==> src/rtl/dom_pkg.sv <==
// Shared constants and types for the DOM share generator.
package dom_pkg;

  localparam logic [15:0] LFSR_TAPS    = 16'hB400;
  localparam logic [15:0] DEFAULT_SEED = 16'hACE1;

  // Width of one share in the default two-operand (a, b) configuration.
  localparam int unsigned SHARE_W = 2;

  typedef struct packed {
    logic [SHARE_W-1:0] is0;
    logic [SHARE_W-1:0] is1;
  } share_pair_t;

  // Occupancy of the single-entry output register.
  typedef enum logic {
    OUT_EMPTY = 1'b0,
    OUT_FULL  = 1'b1
  } out_state_t;

endpackage

==> src/rtl/dom_share_gen_lfsr.sv <==
// Right-shifting Galois LFSR that steps only on request; an optional load
// takes priority over the step.
module lfsr_galois #(
  parameter int unsigned       W    = 16,
  parameter logic [W-1:0]      TAPS = W'(16'hB400),
  parameter logic [W-1:0]      SEED = W'(16'hACE1)
) (
  input  logic         clk,
  input  logic         rst,
  input  logic         advance,
  input  logic         load,
  input  logic [W-1:0] load_val,
  output logic [W-1:0] state
);

  logic [W-1:0] next_state;

  // Galois step: shift right, fold the taps in when the outgoing bit is set.
  always_comb begin
    next_state = (state >> 1) ^ (state[0] ? TAPS : '0);
  end

  // State register: reset, then load, then advance.
  always_ff @(posedge clk) begin
    if (rst) begin
      state <= SEED;
    end else if (load) begin
      state <= load_val;
    end else if (advance) begin
      state <= next_state;
    end
  end

endmodule

==> src/rtl/dom_share_gen.sv <==
// Splits each unmasked word into two Boolean shares (x ^ m, m) and supplies
// refreshing randomness for the downstream DOM AND gadget.
// Optional feature macro: DOM_SHARE_GEN_RESEED_EN (adds seed_valid/seed_data).
module dom_share_gen
  import dom_pkg::*;
#(
  parameter int unsigned        WIDTH  = 2,
  parameter int unsigned        RND_W  = 1,
  parameter int unsigned        LFSR_W = 16,
  parameter logic [LFSR_W-1:0]  SEED   = LFSR_W'(DEFAULT_SEED)
) (
  input  logic              clk,
  input  logic              rst,
  input  logic              in_valid,
  output logic              in_ready,
  input  logic [WIDTH-1:0]  in_data,
  output logic              out_valid,
  input  logic              out_ready,
  output logic [WIDTH-1:0]  is0,
  output logic [WIDTH-1:0]  is1,
  output logic [RND_W-1:0]  refreshing
`ifdef DOM_SHARE_GEN_RESEED_EN
  ,
  input  logic              seed_valid,
  input  logic [LFSR_W-1:0] seed_data
`endif
);

  if (WIDTH + RND_W > LFSR_W) begin : g_width_check
    $error("dom_share_gen: WIDTH + RND_W must not exceed LFSR_W");
  end
  if (SEED == '0) begin : g_seed_check
    $error("dom_share_gen: SEED must be nonzero");
  end

  out_state_t        state;
  logic              accept;
  logic              lfsr_load;
  logic [LFSR_W-1:0] lfsr_load_val;
  logic [LFSR_W-1:0] lfsr_state;
  logic              unused_lfsr_bits;

  assign out_valid = (state == OUT_FULL);
  assign in_ready  = (state == OUT_EMPTY) | out_ready;
  assign accept    = in_valid & in_ready;

  // Upper LFSR bits only feed the feedback; they are not drawn as mask or randomness.
  assign unused_lfsr_bits = ^lfsr_state;

`ifdef DOM_SHARE_GEN_RESEED_EN
  // An all-zero seed would lock the LFSR, so fall back to the reset seed.
  assign lfsr_load     = seed_valid;
  assign lfsr_load_val = (seed_data == '0) ? SEED : seed_data;
`else
  assign lfsr_load     = 1'b0;
  assign lfsr_load_val = '0;
`endif

  lfsr_galois #(
    .W    (LFSR_W),
    .TAPS (LFSR_W'(LFSR_TAPS)),
    .SEED (SEED)
  ) u_lfsr (
    .clk      (clk),
    .rst      (rst),
    .advance  (accept),
    .load     (lfsr_load),
    .load_val (lfsr_load_val),
    .state    (lfsr_state)
  );

  // Output register: mask on accept, drain on out_ready, hold otherwise.
  always_ff @(posedge clk) begin
    if (rst) begin
      state      <= OUT_EMPTY;
      is0        <= '0;
      is1        <= '0;
      refreshing <= '0;
    end else if (accept) begin
      state      <= OUT_FULL;
      is1        <= lfsr_state[WIDTH-1:0];
      is0        <= in_data ^ lfsr_state[WIDTH-1:0];
      refreshing <= lfsr_state[WIDTH+RND_W-1:WIDTH];
    end else if (out_ready) begin
      state      <= OUT_EMPTY;
    end
  end

endmodule
==> config.mk <==
export PLATFORM = sky130hd
export DESIGN_NAME = dom_share_gen
export DESIGN_NICKNAME = d
export VERILOG_FILES = /design/src/rtl/dom_pkg.sv /design/src/rtl/dom_share_gen_lfsr.sv /design/src/rtl/dom_share_gen.sv
export SDC_FILE = /design/constraint.sdc
export NUM_CORES = 1
export LEC_CHECK = 0
export CAP_MARGIN = 20
export CORE_MARGIN = 1.5
export CORE_UTILIZATION = 55
export CTS_CLUSTER_SIZE = 8
export DETAILED_ROUTE_END_ITERATION = 7
export DONT_BUFFER_PORTS = 1
export PLACE_DENSITY = 0.7
export SLEW_MARGIN = 15
export SYNTH_ARGS = -nofsm -noshare
export SYNTH_HDL_FRONTEND = slang
export SYNTH_SLANG_ARGS = --single-unit
==> constraint.sdc <==
create_clock -name clk -period 1.74 [get_ports clk]
set_clock_uncertainty 0.2 [all_clocks]
set_input_delay 0.348 -clock clk [delete_from_list [all_inputs] [get_ports clk]]
set_output_delay 0.348 -clock clk [all_outputs]
set_load 0.01 [all_outputs]
== Word-level counts from Yosys, hierarchy flattened ==
Cells that the tools add are included.
W data, S select, Z words.
Cells by class
  bitwise logic cells: 5
  reduce and logical (&&, ||, !) cells: 1
  multiplexer cells: 3
Operator list (number)
  $mux W16: 1
  $xor A15 B16 Y16: 1
  $mux W1: 2
  $reduce_bool A2 Y1: 1
  $xor A2 B2 Y2: 1
  $and A1 B1 Y1: 1
  $not A1 Y1: 1
  $or A1 B1 Y1: 1
Storage, ports and cells
  output and inout bits: 7
  bits in registers: 22
  input bits: 6
  logic and storage cells: 14

== Depth between registers and ports, before layout ==
  depth after elaboration: 4
  gate-level depth with buffers: 6
  mapped depth without buffers: 4

== Cells and area by module ==
Synthesis repeated with hierarchy kept, for this count alone.
Second synthesis, totals
  cells, all modules: 104
  area total of the unflattened synthesis: 1039.7 um2
Modules (own cells, without submodules)
  lfsr_galois: cells an instance 77, area each 795.8 um2, times used 1, sequential area each 320.3 um2
  dom_share_gen: cells an instance 27, area each 244.0 um2, times used 1, sequential area each 120.1 um2

== Worst setup path before layout ==
OpenSTA, ideal clock, no wires.
  path kind: flip-flop to flip-flop
  start: register state (netlist: out_valid)
  end: register u_lfsr.state[11]
  data arrival time: 1.086 ns
  period minus slack after synthesis: 1.406 ns
  path slack: 0.334 ns
  cell stages (with the launch flop): 6
  buffers on the path: 1
  cell sequence: dfxtp_1 nor2b_4 buf_6 inv_6 and3_1 a211o_1
Between the ends
  longest elaborated chain between the ends: 3
RTL lines
  start: declaration: RTL line dom_share_gen.sv:36  | out_state_t state;
  start signal: assignment: RTL line dom_share_gen.sv:75  | state <= OUT_EMPTY;
  start signal: assignment: RTL line dom_share_gen.sv:80  | state <= OUT_FULL;
  start signal: assignment: RTL line dom_share_gen.sv:85  | state <= OUT_EMPTY;
  $not A1 Y1: RTL line dom_share_gen.sv:44  | assign in_ready = (state == OUT_EMPTY) | out_ready;
  $or A1 B1 Y1: RTL line dom_share_gen.sv:44
  $and A1 B1 Y1: RTL line dom_share_gen.sv:45  | assign accept = in_valid & in_ready;
  end signal: assignment: RTL line dom_share_gen_lfsr.sv:28  | state <= load_val;
  end signal: assignment: RTL line dom_share_gen_lfsr.sv:30  | state <= next_state;
  end: declaration: RTL line dom_share_gen_lfsr.sv:13  | output logic [W-1:0] state
No other way between the ends.
A chain may end at the register's enable or synchronous reset.

== Worst setup path in the final report ==
  start: register state (netlist: out_valid)
  end: output port in_ready
Between the ends
  longest elaborated chain between the ends: 2
RTL lines
  $not A1 Y1: RTL line dom_share_gen.sv:44
  $or A1 B1 Y1: RTL line dom_share_gen.sv:44
  end: declaration: RTL line dom_share_gen.sv:15  | output logic in_ready,
No other way between the ends.

==> run metrics <==
final setup fails=0; Avg Cell Area, Syn=9.71 sq um; Worst R2R End=u_lfsr.state[6]; Leakage=0.343 nW; synth warn=0; Worst-Margin Slew=0.606 ns; fin crit share=88.4%; min Tclk post-route=1.54 ns; clk buf depth=2; area of the multi-input gates=370 sq um; Yosys cell types=22; WHS Path Cells=2; CTS Buf Count=3; Seq/Total Area, Yosys=49.2%; # IOs=13; Hold Path Class=in2reg; Via-to-Cell Ratio=5.83; worst vdd ir=0.000612 V; count of final hold-check violations=0; Setup crit start kind=flip-flop; fillcell total=126; Cell Area, Synth=855 sq um; # H-tree levels=1; Vias=606; crit-path max FO=18; # rows=14; Post-Syn Nets=94; Worst Hold Launch=rst; Post-Synthesis Cells=88; hold path endpoint=u_lfsr.state[10]; kind of critical path=reg2out; GR Overflow Total=0; CTS root buffer=clkbuf_4; antenna-violating nets left=0; Synth area leader=dfxtp_1; GR Util All Layers=20.3%; Yosys reg bits=21; reg2reg start=out_valid; Core ar.=1470 sq um; Post-route DRC=0; WHS=0.0175 ns; register area=420 sq um; Setup WS post-layout=0.203 ns; share of the synthesized area in the top cell type=49.2%; synth top area cells=dfxtp_1 (49%), a21oi_1 (6.4%), o21ai_0 (5.3%); Critical Path Sink Type=primary output; Reg clk slew, reported paths=0.11 ns; die height=42.4 um; PostCTS Resize Cnt=0; Worst EP required=1.19 ns; RSZ-0062 raised after global routing=false; pre-CTS WS=0.306 ns; first-pass GRT wire length=2770 um; Port Buffer Count=0; die area=1800 sq um; largest net degree at the start of global routing=19; CTS tree=done; Crit path arrival time=0.99 ns; Antenna Cells=0; nets@finish=95; worst rel slew slack=59.5%; pwr dens=979 nW/um^2; initial core utilization=58.1%; drt total wl=1570 um; FMAX=650 MHz; Die Span X=42.4 um; total negative slack=0 ns; WL/cell=15.1 um; Max Slew Vio Count=0; HPWL Detailed=954 um; R2R cell count=4; Area Growth Syn to Fin=3.07%; number of global-route vias before repair=613; routability cong.=0.732; initial antenna violation count=0; Worst-Skew Late Latency=0.30 ns; MaxCap Viol Count=0; status=completed; clock sink count=21; reg2reg setup slack=0.29 ns; Initial DRC Count=16; layout cell share with drive strength beyond 1=7.95%; drt pass-1 iters=4
-- how the worst max path moves through the flow --
stage,start,end,slack (ns),depth (start not counted)
after floorplan,out_valid,u_lfsr.state[11],0.33,5
after global placement,out_valid,u_lfsr.state[7],0.33,4
after detailed placement,out_valid,u_lfsr.state[6],0.31,4
after CTS,out_valid,in_ready,0.18,2
after global routing,out_valid,in_ready,0.14,2
final,out_valid,in_ready,0.20,2
-- registers in the layout, indices dropped and copies added (netlist names) --
signal	flops
is1	2
out_valid	1
is0	2
u_lfsr.state	16
-- timing repair --
item                      4_1_cts  5_1_grt
hold endpoints to repair       16        0
setup buffers                   0        0
hold buffers                    2        0
-- power breakdown --
part           internal (mW)  total, mW  switching (mW)
clock                 0.0893      0.230           0.141
sequential             0.514      0.538          0.0241
combinational         0.0456     0.0934          0.0478
total                  0.649      0.862           0.213
-- worst max-delay path, cell delays in order, from the launching register on --
cell and delay (ns):
dfxtp_1 0.39, nor2b_4 0.21, inv_6 0.09
-- synthesized netlist by cell type --
| master | number |
|---|---|
| xnor2_1 | 5 |
| inv_6 | 1 |
| o21ai_0 | 9 |
| mux2i_1 | 3 |
| buf_6 | 2 |
| nand2_2 | 1 |
| nor2_1 | 1 |
| buf_2 | 5 |
| nand2b_1 | 4 |
| a211oi_1 | 5 |
| a31oi_1 | 1 |
| a21oi_1 | 11 |
| nand3_1 | 5 |
| a211o_1 | 4 |
| nor2b_4 | 1 |
| and3_1 | 4 |
| inv_1 | 1 |
| dfxtp_1 | 21 |
| nor2b_1 | 1 |
| nand3b_1 | 1 |
| nor3_1 | 1 |
| clkinv_1 | 1 |
-- logic make-up after synthesis --
| kind of cell | share of synthesized area (%) |
|---|---|
| muxes | 3.51 |
| buffers and inverters | 7.47 |
| xor gates and xnor gates | 5.12 |
| DFF | 49.2 |
| AOI/OAI and AO/OA | 20.9 |
| and+or+nand+nor | 13.8 |
-- cell usage in the layout (no fill, tap or decap), drive strengths merged, types with 2 or more instances in the layout --
cell,instances
mux2i,3
xnor2,5
nand3,5
a211o,4
and3,4
inv,2
dfxtp,21
nand2b,4
nor2b,2
clkbuf,4
dlygate4sd3,2
a21oi,11
a211oi,5
o21ai,9
-- per-layer routing --
layer  global-route usage [%]  part of all wire, %  vias to the layer above
met2                     29.8                   42                       10
met1                     28.2                   52                      281
li1                         -                    -                      311
met3                     3.45                  3.3                        4
met5                        0                    0                        -
met4                     11.3                  1.9                        0
-- metrics by stage --
| step | power (mW) | instance area [sq um] | std cells | util [%] |
|---|---|---|---|---|
| 6_report | 0.862 | 881 | 104 | 59.9 |
| 2_1_floorplan | 0.631 | 855 | 88 | - |
| 3_5_place_dp | 0.632 | 835 | 98 | 56.7 |
| 5_1_grt | 0.906 | 881 | 104 | 59.9 |
| 4_1_cts | 0.874 | 881 | 104 | 59.9 |
| 3_3_place_gp | 0.628 | 835 | 98 | 56.7 |
-- area by class of cell --
cell class              count  share of cell area, %
multi-input cells          57                   42.0
well taps                  16                   2.27
clock buffers               4                   2.98
repair buffers              3                   3.12
flip-flops and latches     21                   47.7
inverters                   3                   1.85
Power figures use the tool's default switching activity.
